<file path="src/rtl/war_pkg.sv">
// Shared definitions for the packet write arbiter: FSM state encoding,
// header field offsets and arbitration mode constants.
package war_pkg;

    typedef enum logic [1:0] {
        ST_IDLE = 2'd0,
        ST_ARB  = 2'd1,
        ST_XFER = 2'd2
    } war_state_e;

    // Header beat layout: destination at the bottom, priority just above.
    localparam int HDR_DES_LSB = 0;

    localparam logic MODE_SP  = 1'b0;
    localparam logic MODE_WRR = 1'b1;

    function automatic int hdr_prio_lsb(input int des_w);
        return HDR_DES_LSB + des_w;
    endfunction

    // A credit counts up to priority+1 packets, so it needs one extra bit.
    function automatic int cred_w(input int prio_w);
        return prio_w + 1;
    endfunction

endpackage

</file>
<file path="src/rtl/war_pick.sv">
// Combinational winner selection for the packet write arbiter.
// Ports: req (per-port request), prio (packed header priorities) -> win.
// With WAR_WRR_EN defined it also takes mode, credit and ptr, and returns
// reload plus the effective (possibly reloaded) credits.
module war_pick
    import war_pkg::*;
#(
    parameter int NUM_PORTS = 16,
    parameter int PRIO_W    = 3,
    parameter int GW        = $clog2(NUM_PORTS)
) (
    input  logic [NUM_PORTS-1:0]        req,
    input  logic [NUM_PORTS*PRIO_W-1:0] prio,
    output logic [GW-1:0]               win
`ifdef WAR_WRR_EN
    ,
    input  logic                                 mode,
    input  logic [NUM_PORTS*cred_w(PRIO_W)-1:0]  credit,
    input  logic [GW-1:0]                        ptr,
    output logic                                 reload,
    output logic [NUM_PORTS*cred_w(PRIO_W)-1:0]  credit_eff
`endif
);

    logic [GW-1:0]     win_sp;
    logic [PRIO_W-1:0] best;
    logic              hit;

    // Strict '>' keeps the lowest index on equal priority.
    always_comb begin
        win_sp = '0;
        best   = '0;
        hit    = 1'b0;
        for (int i = 0; i < NUM_PORTS; i++) begin
            if (req[i] &&
                (!hit || prio[i*PRIO_W +: PRIO_W] > best)) begin
                hit    = 1'b1;
                best   = prio[i*PRIO_W +: PRIO_W];
                win_sp = GW'(i);
            end
        end
    end

`ifdef WAR_WRR_EN
    localparam int CW = cred_w(PRIO_W);

    logic [NUM_PORTS-1:0] has_cr;
    logic [NUM_PORTS-1:0] elig;
    logic [GW-1:0]        win_rr;
    logic                 hit_rr;

    always_comb begin
        has_cr = '0;
        for (int i = 0; i < NUM_PORTS; i++) begin
            has_cr[i] = credit[i*CW +: CW] != '0;
        end
    end

    // Reload when no requester has credit left; the reloaded values
    // feed the scan directly so the grant lands in the same cycle.
    assign reload = ~|(req & has_cr);

    // Only requesting ports carry a valid header, so idle ports reload
    // to zero and join at the next reload after they start requesting.
    always_comb begin
        credit_eff = '0;
        for (int i = 0; i < NUM_PORTS; i++) begin
            if (reload) begin
                credit_eff[i*CW +: CW] = req[i] ?
                    CW'(prio[i*PRIO_W +: PRIO_W]) + CW'(1) : '0;
            end else begin
                credit_eff[i*CW +: CW] = credit[i*CW +: CW];
            end
        end
    end

    always_comb begin
        elig = '0;
        for (int i = 0; i < NUM_PORTS; i++) begin
            elig[i] = req[i] & (credit_eff[i*CW +: CW] != '0);
        end
    end

    // First eligible port at or after the round-robin pointer.
    always_comb begin
        win_rr = '0;
        hit_rr = 1'b0;
        for (int k = 0; k < NUM_PORTS; k++) begin
            if (!hit_rr && elig[(int'(ptr) + k) % NUM_PORTS]) begin
                hit_rr = 1'b1;
                win_rr = GW'((int'(ptr) + k) % NUM_PORTS);
            end
        end
    end

    assign win = (mode == MODE_WRR) ? win_rr : win_sp;
`else
    assign win = win_sp;
`endif

endmodule

</file>
<file path="src/rtl/pkt_write_arbiter.sv">
// Packet write arbiter: grants one of NUM_PORTS packet sources from sop to
// eop and forwards its beats through a registered output stage.
// Ports: clk, rst (async active-low), sp0_wrr1 (0 SP / 1 WRR),
//   vld/sop/eop/data_in_p (per-port beats), next_data (per-port accept),
//   out_ready, out_vld/out_sop/out_eop/out_data (output beat),
//   out_des_port, grant_idx, busy.
// Define WAR_WRR_EN to build the weighted round-robin path; without it the
// arbiter is strict-priority only and sp0_wrr1 is ignored.
module pkt_write_arbiter
    import war_pkg::*;
#(
    parameter int NUM_PORTS = 16,
    parameter int DATA_W    = 64,
    parameter int PRIO_W    = 3,
    parameter int DES_W     = 4
) (
    input  logic                          clk,
    input  logic                          rst,
    input  logic                          sp0_wrr1,
    input  logic [NUM_PORTS-1:0]          vld,
    input  logic [NUM_PORTS-1:0]          sop,
    input  logic [NUM_PORTS-1:0]          eop,
    input  logic [NUM_PORTS*DATA_W-1:0]   data_in_p,
    output logic [NUM_PORTS-1:0]          next_data,
    input  logic                          out_ready,
    output logic                          out_vld,
    output logic                          out_sop,
    output logic                          out_eop,
    output logic [DATA_W-1:0]             out_data,
    output logic [DES_W-1:0]              out_des_port,
    output logic [$clog2(NUM_PORTS)-1:0]  grant_idx,
    output logic                          busy
);

    localparam int GW   = $clog2(NUM_PORTS);
    localparam int PLSB = hdr_prio_lsb(DES_W);

    war_state_e                  state;
    logic [NUM_PORTS-1:0]        req;
    logic [NUM_PORTS-1:0]        gmask;
    logic [NUM_PORTS*PRIO_W-1:0] prio;
    logic [GW-1:0]               win;
    logic [DES_W-1:0]            win_des;
    logic [DATA_W-1:0]           g_data;
    logic                        take;
    logic                        take_eop;
    logic                        other_req;

    assign req   = vld & sop;
    assign gmask = {{(NUM_PORTS-1){1'b0}}, 1'b1} << grant_idx;

    always_comb begin
        prio = '0;
        for (int i = 0; i < NUM_PORTS; i++) begin
            prio[i*PRIO_W +: PRIO_W] =
                data_in_p[i*DATA_W + PLSB +: PRIO_W];
        end
    end

    assign win_des = data_in_p[int'(win)*DATA_W + HDR_DES_LSB +: DES_W];
    assign g_data  = data_in_p[int'(grant_idx)*DATA_W +: DATA_W];

    // A beat moves when the granted source has one and the output
    // register is empty or draining this cycle.
    assign take      = (state == ST_XFER) & vld[grant_idx] &
                       (out_ready | ~out_vld);
    assign next_data = take ? gmask : '0;
    assign take_eop  = take & eop[grant_idx];

    // The granted port's own sop on its closing beat is not a new request.
    assign other_req = |(req & ~gmask);

    assign busy = (state != ST_IDLE);

`ifdef WAR_WRR_EN
    localparam int CW = cred_w(PRIO_W);

    logic                    mode_q;
    logic [NUM_PORTS*CW-1:0] credit_q;
    logic [NUM_PORTS*CW-1:0] credit_eff;
    logic [GW-1:0]           ptr_q;
    logic [GW-1:0]           nxt_ptr;
    logic                    reload;

    assign nxt_ptr = (grant_idx == GW'(NUM_PORTS - 1)) ?
                     '0 : grant_idx + GW'(1);

    war_pick #(
        .NUM_PORTS (NUM_PORTS),
        .PRIO_W    (PRIO_W),
        .GW        (GW)
    ) u_pick (
        .req        (req),
        .prio       (prio),
        .win        (win),
        .mode       (sp0_wrr1),
        .credit     (credit_q),
        .ptr        (ptr_q),
        .reload     (reload),
        .credit_eff (credit_eff)
    );
`else
    logic unused_mode;
    assign unused_mode = sp0_wrr1;

    war_pick #(
        .NUM_PORTS (NUM_PORTS),
        .PRIO_W    (PRIO_W),
        .GW        (GW)
    ) u_pick (
        .req  (req),
        .prio (prio),
        .win  (win)
    );
`endif

    always_ff @(posedge clk or negedge rst) begin
        if (!rst) begin
            state        <= ST_IDLE;
            grant_idx    <= '0;
            out_des_port <= '0;
            out_vld      <= 1'b0;
            out_sop      <= 1'b0;
            out_eop      <= 1'b0;
            out_data     <= '0;
`ifdef WAR_WRR_EN
            mode_q       <= MODE_SP;
            credit_q     <= '0;
            ptr_q        <= '0;
`endif
        end else begin
            unique case (state)
                ST_IDLE: begin
                    if (|req) state <= ST_ARB;
                end
                ST_ARB: begin
                    grant_idx    <= win;
                    out_des_port <= win_des;
                    state        <= ST_XFER;
`ifdef WAR_WRR_EN
                    mode_q <= sp0_wrr1;
                    if (sp0_wrr1 == MODE_WRR && reload) begin
                        credit_q <= credit_eff;
                    end
`endif
                end
                ST_XFER: begin
                    if (take_eop) begin
                        state <= other_req ? ST_ARB : ST_IDLE;
`ifdef WAR_WRR_EN
                        if (mode_q == MODE_WRR) begin
                            if (credit_q[int'(grant_idx)*CW +: CW] != '0) begin
                                credit_q[int'(grant_idx)*CW +: CW] <=
                                    credit_q[int'(grant_idx)*CW +: CW] - CW'(1);
                            end
                            ptr_q <= nxt_ptr;
                        end
`endif
                    end
                end
                default: state <= ST_IDLE;
            endcase

            if (take) begin
                out_vld  <= 1'b1;
                out_sop  <= sop[grant_idx];
                out_eop  <= eop[grant_idx];
                out_data <= g_data;
            end else if (out_ready) begin
                out_vld  <= 1'b0;
            end
        end
    end

endmodule
</file>
<file path="config.mk">
export PLATFORM = sky130hd
export DESIGN_NAME = pkt_write_arbiter
export DESIGN_NICKNAME = d
export VERILOG_FILES = /design/src/rtl/war_pkg.sv /design/src/rtl/war_pick.sv /design/src/rtl/pkt_write_arbiter.sv
export SDC_FILE = /design/constraint.sdc
export NUM_CORES = 1
export LEC_CHECK = 0
export CAP_MARGIN = 20
export CORE_AREA = 2 2 453 455
export DETAILED_ROUTE_END_ITERATION = 12
export DIE_AREA = 0 0 455 457
export HOLD_SLACK_MARGIN = 0.03
export MAX_ROUTING_LAYER = met4
export PLACE_DENSITY_LB_ADDON = 0.05
export SLEW_MARGIN = 10
export SYNTH_ARGS = -nofsm -noshare
export SYNTH_HDL_FRONTEND = slang
export SYNTH_SLANG_ARGS = --single-unit
export TNS_END_PERCENT = 1
</file>
<file path="constraint.sdc">
create_clock -name clk -period 3.1 [get_ports clk]
set_input_delay 0.62 -clock clk [delete_from_list [all_inputs] [get_ports clk]]
set_output_delay 0.62 -clock clk [all_outputs]
set_load 0.02 [all_outputs]
</file>
==> report_table.html <==
<table>
<tr><th>Metric</th><th>Value</th></tr>
<tr><th colspan="2">Synthesis</th></tr>
<tr><td>Synthesized netlist net count</td><td>2178</td></tr>
<tr><td>Number of flip-flops and latches in the synthesized netlist</td><td>77</td></tr>
<tr><td>Number of instances in the synthesized netlist</td><td>1065</td></tr>
<tr><td>Cells taking the most area after synthesis</td><td>sky130_fd_sc_hd__mux4_2, sky130_fd_sc_hd__dfrtp_1, sky130_fd_sc_hd__mux2_2</td></tr>
<tr><td>Number of synthesized flops with an enable pin</td><td>0</td></tr>
<tr><td>Commonest cells post-synth</td><td>sky130_fd_sc_hd__mux4_2, sky130_fd_sc_hd__dfrtp_1, sky130_fd_sc_hd__mux2_2</td></tr>
<tr><td>Proportion of synthesized chip area in sequential cells</td><td>13.9%</td></tr>
<tr><td>Synthesis Warnings</td><td>0</td></tr>
<tr><td>Share of the synthesized area in the top cell type</td><td>54.5%</td></tr>
<tr><td>Unique cell type count in the Yosys netlist</td><td>72</td></tr>
<tr><td>Cell type with the largest total area after synthesis</td><td>sky130_fd_sc_hd__mux4_2</td></tr>
<tr><td>Fraction of registers with async set or reset after synthesis</td><td>100%</td></tr>
<tr><td>Most frequently used flop master after synthesis</td><td>sky130_fd_sc_hd__dfrtp_1</td></tr>
<tr><td>Avg Inst Size Synth</td><td>13.0 um^2</td></tr>
<tr><td>Combined area of all synthesized cells</td><td>13900 um^2</td></tr>
<tr><td>Most common cell in the netlist</td><td>sky130_fd_sc_hd__mux4_2</td></tr>
<tr><th colspan="2">Status</th></tr>
<tr><td>Run status</td><td>finished, violations left</td></tr>
<tr><td>Failing checks</td><td>setup timing</td></tr>
<tr><th colspan="2">Global routing</th></tr>
<tr><td>Global-route usage over all layers</td><td>14.6%</td></tr>
<tr><td>Antenna violations before repair</td><td>83</td></tr>
<tr><td>Pin count of the biggest net entering global routing</td><td>91</td></tr>
<tr><td>Via count of the first global-routing pass</td><td>19000</td></tr>
<tr><td>Global-route wire length before repair</td><td>196 mm</td></tr>
<tr><td>Final global-route overflow total</td><td>0</td></tr>
<tr><th colspan="2">Timing</th></tr>
<tr><td>Time the worst path needs with I/O delays and setup</td><td>20.33 ns</td></tr>
<tr><td>Highest clock frequency the design can meet</td><td>49.2 MHz</td></tr>
<tr><td>Least setup slack across all paths after layout</td><td>-17.23 ns</td></tr>
<tr><td>Slew HR</td><td>37.4%</td></tr>
<tr><td>Final Hold Viols</td><td>0</td></tr>
<tr><td>Unrepaired setup endpoints after global routing</td><td>true</td></tr>
<tr><td>Final critical-path share of the clock period</td><td>656%</td></tr>
<tr><td>Clock Skew</td><td>0.0109 ns</td></tr>
<tr><td>Final Slew Violations</td><td>0</td></tr>
<tr><td>Final count of negative-setup-slack endpoints</td><td>27</td></tr>
<tr><td>Worst slew pin tran</td><td>0.938 ns</td></tr>
<tr><td>Setup TNS</td><td>-144.46 ns</td></tr>
<tr><th colspan="2">Cells and area</th></tr>
<tr><td>Filler cells</td><td>22500</td></tr>
<tr><td>Post-layout util</td><td>16.0%</td></tr>
<tr><td>Ratio of cells with drive above 1 in the final layout</td><td>37.8%</td></tr>
<tr><td>Final-stage net count</td><td>3593</td></tr>
<tr><td>Area growth, synth to finish</td><td>135%</td></tr>
<tr><th colspan="2">Clocking</th></tr>
<tr><td>Clock Tree Buf Depth</td><td>2</td></tr>
<tr><td>Clock slew seen by the registers of the worst setup and hold paths</td><td>0.08 ns</td></tr>
<tr><td>Root buffer cell</td><td>sky130_fd_sc_hd__clkbuf_16</td></tr>
<tr><td>Clock buffers created by TritonCTS</td><td>9</td></tr>
<tr><td>Quantity of hold-fixing buffers added after cts</td><td>0</td></tr>
<tr><td>Clk_lat worst skew</td><td>0.43 ns</td></tr>
<tr><td>Clock Sinks</td><td>77</td></tr>
<tr><td>Number of levels the H-tree was split into</td><td>3</td></tr>
<tr><td>Clock tree from TritonCTS</td><td>yes</td></tr>
<tr><th colspan="2">Floorplan</th></tr>
<tr><td>Core outline area</td><td>203000 um^2</td></tr>
<tr><td>Chip Height</td><td>457 um</td></tr>
<tr><td>Initial standard-cell utilization of the core</td><td>6.81%</td></tr>
<tr><td>Number of top-level design ports</td><td>1168</td></tr>
<tr><td>Num rows</td><td>166</td></tr>
<tr><td>Die Span X</td><td>455 um</td></tr>
<tr><td>Die footprint</td><td>208000 um^2</td></tr>
<tr><th colspan="2">Worst setup path</th></tr>
<tr><td>Critical path data arrival time</td><td>20.65 ns</td></tr>
<tr><td>Max stage delay on crit path</td><td>0.38 ns</td></tr>
<tr><td>CP Capture Type</td><td>flip-flop</td></tr>
<tr><td>Critical Path Source Type</td><td>input port</td></tr>
<tr><td>Worst-path maximum fanout</td><td>7</td></tr>
<tr><td>Cell with the most instances on the worst path</td><td>sky130_fd_sc_hd__buf_4</td></tr>
<tr><td>Slowest-stage cell, CP</td><td>sky130_fd_sc_hd__a221o_2</td></tr>
<tr><td>Classification of the worst setup path</td><td>in2reg</td></tr>
<tr><td>Data required time of the critical path</td><td>3.42 ns</td></tr>
<tr><th colspan="2">Drt</th></tr>
<tr><td>Final wirelength</td><td>153 mm</td></tr>
<tr><td>DRC viols</td><td>0</td></tr>
<tr><td>Post-DR vias/cell</td><td>3.35</td></tr>
<tr><td>Iteration-0 DRC count of the detailed router</td><td>742</td></tr>
<tr><td>Average wire per cell in the routed design</td><td>29.5 um</td></tr>
<tr><td>Number of antenna-violating nets in the routed design</td><td>0</td></tr>
<tr><td>Length of the first detailed-routing pass in iterations</td><td>5</td></tr>
<tr><td>Vias</td><td>17500</td></tr>
<tr><th colspan="2">Power</th></tr>
<tr><td>Leak pwr</td><td>11.5 nW</td></tr>
<tr><td>Max IR drop VDD</td><td>0.380 mV</td></tr>
<tr><td>Overall power</td><td>21.8 mW</td></tr>
<tr><td>Power density normalized to cell area</td><td>670 nW/um^2</td></tr>
<tr><th colspan="2">Placement</th></tr>
<tr><td>Final weighted congestion of routability-driven global placement</td><td>0.886</td></tr>
<tr><td>PortBufs</td><td>1166</td></tr>
<tr><td>Sum of net half-perimeters after detailed placement</td><td>134 mm</td></tr>
<tr><th colspan="2">Flow run</th></tr>
<tr><td>Max capacitance violation total</td><td>0</td></tr>
<tr><th colspan="2">Min path</th></tr>
<tr><td>Min-Delay Path Class</td><td>in2async</td></tr>
</table>
## worst paths after layout
kind | start | to | slack [ns] | cells after the start
min in group clk | out_eop | out_eop | 0.49 | 1
hold reg to reg | out_eop | out_eop | 0.49 | 1
setup / recovery | data_in_p[70] | out_des_port[2] | -17.23 | 117
hold / removal | rst | out_data[8] | 0.11 | 1
setup reg to reg | grant_idx[0] | out_data[43] | -0.04 | 5
max in group asynchronous | rst | out_data[18] | 2.16 | 3
## sequential cells by signal, summed over array words and instances (netlist names)
signal,cells
out_data,64
out_sop,1
state,2
out_eop,1
grant_idx,4
out_vld,1
out_des_port,4
## routing by layer
metal	vias to the layer above	routed length (um)	track usage, %	part of all wire, %
met2	747	83500	27.4	54
met1	9098	58200	15.6	38
li1	7496	-	-	-
met4	0	2100	2.03	1.4
met5	-	0	-	0
met3	125	9550	3.38	6.2
## where the power goes
group	internal, mW	total [mW]	switching (mW)
clock	0.813	1.45	0.641
sequential	1.56	1.94	0.385
combinational	9.65	18.4	8.80
total	12.0	21.8	9.83
## cell usage in the layout, fill, tap and decap left out, types with 8 or more instances in the layout
cell type / Yosys / routed
sky130_fd_sc_hd__o21a_1: 9 / 9
sky130_fd_sc_hd__o21ai_2: 0 / 13
sky130_fd_sc_hd__clkdlybuf4s15_2: 0 / 9
sky130_fd_sc_hd__mux4_2: 335 / 335
sky130_fd_sc_hd__ha_1: 37 / 18
sky130_fd_sc_hd__o21ai_1: 13 / 9
sky130_fd_sc_hd__clkdlybuf4s50_1: 0 / 1137
sky130_fd_sc_hd__nand3_1: 13 / 12
sky130_fd_sc_hd__mux2i_1: 16 / 14
sky130_fd_sc_hd__mux2_2: 71 / 57
sky130_fd_sc_hd__nor2_2: 0 / 10
sky130_fd_sc_hd__mux2_4: 4 / 26
sky130_fd_sc_hd__a21oi_1: 38 / 21
sky130_fd_sc_hd__o21ai_0: 22 / 11
sky130_fd_sc_hd__inv_1: 38 / 30
sky130_fd_sc_hd__a21o_1: 18 / 18
sky130_fd_sc_hd__buf_4: 0 / 316
sky130_fd_sc_hd__dfrtp_1: 77 / 73
sky130_fd_sc_hd__o211ai_1: 13 / 13
sky130_fd_sc_hd__nor2_1: 44 / 33
sky130_fd_sc_hd__ha_4: 0 / 17
sky130_fd_sc_hd__clkbuf_16: 0 / 9
sky130_fd_sc_hd__diode_2: 0 / 34
sky130_fd_sc_hd__inv_2: 0 / 8
sky130_fd_sc_hd__a31oi_1: 13 / 9
sky130_fd_sc_hd__buf_6: 0 / 16
sky130_fd_sc_hd__a21oi_2: 1 / 11
sky130_fd_sc_hd__nor3_1: 16 / 13
sky130_fd_sc_hd__nand2_1: 56 / 48
## final cells by class
class / instances / area [um^2] / area share [%]
Clock inverter: 5 / 106 / 0.326
Antenna cell: 34 / 85.1 / 0.261
Clock buffer: 11 / 243 / 0.745
Timing Repair Buffer: 1501 / 14400 / 44.2
Tap cell: 2688 / 3360 / 10.3
Inverter: 38 / 143 / 0.438
Multi-Input combinational cell: 853 / 12300 / 37.8
Sequential cell: 77 / 1940 / 5.96
## kinds of logic (layout without fill, tap and decap cells)
| group | Yosys count | after routing | share of synthesized area [%] |
|---|---|---|---|
| muxes | 441 | 441 | 63.0 |
| AOI/OAI and AO/OA | 187 | 187 | 9.28 |
| and+or+nand+nor | 185 | 185 | 6.51 |
| buffers and inverters | 135 | 1555 | 3.70 |
| DFF | 77 | 77 | 13.9 |
| adders and majority gates | 40 | 40 | 3.57 |
| other | 0 | 34 | 0 |
## stage by stage
| step | hold WS, ns | instance area (um^2) | worst slack, ns | cells |
|---|---|---|---|---|
| after global routing | 0.107 | 32600 | -18.22 | 5199 |
| after floorplan | 0.324 | 14100 | -17.18 | 1065 |
| after detailed placement | 0.483 | 30800 | -18.85 | 5084 |
| after global placement | 0.472 | 30800 | -18.26 | 5084 |
| after CTS | 0.0822 | 32100 | -17.37 | 5160 |
| final | 0.106 | 32600 | -17.23 | 5207 |
## critical path, delay by kind of cell
family,cells,cell delay [ns]
AOI/OAI and AO/OA,52,8.48
adders and majority gates,16,4.15
buffers and inverters,19,2.35
muxes,5,1.37
and+or+nand+nor,25,3.65
## timing repair
item	CTS	global route
setup endpoints to repair	92	84
cloned	1	0
resized for setup	175	69
setup buffers	59	13
pin swaps	109	63
(Power assumes the default switching activity.)
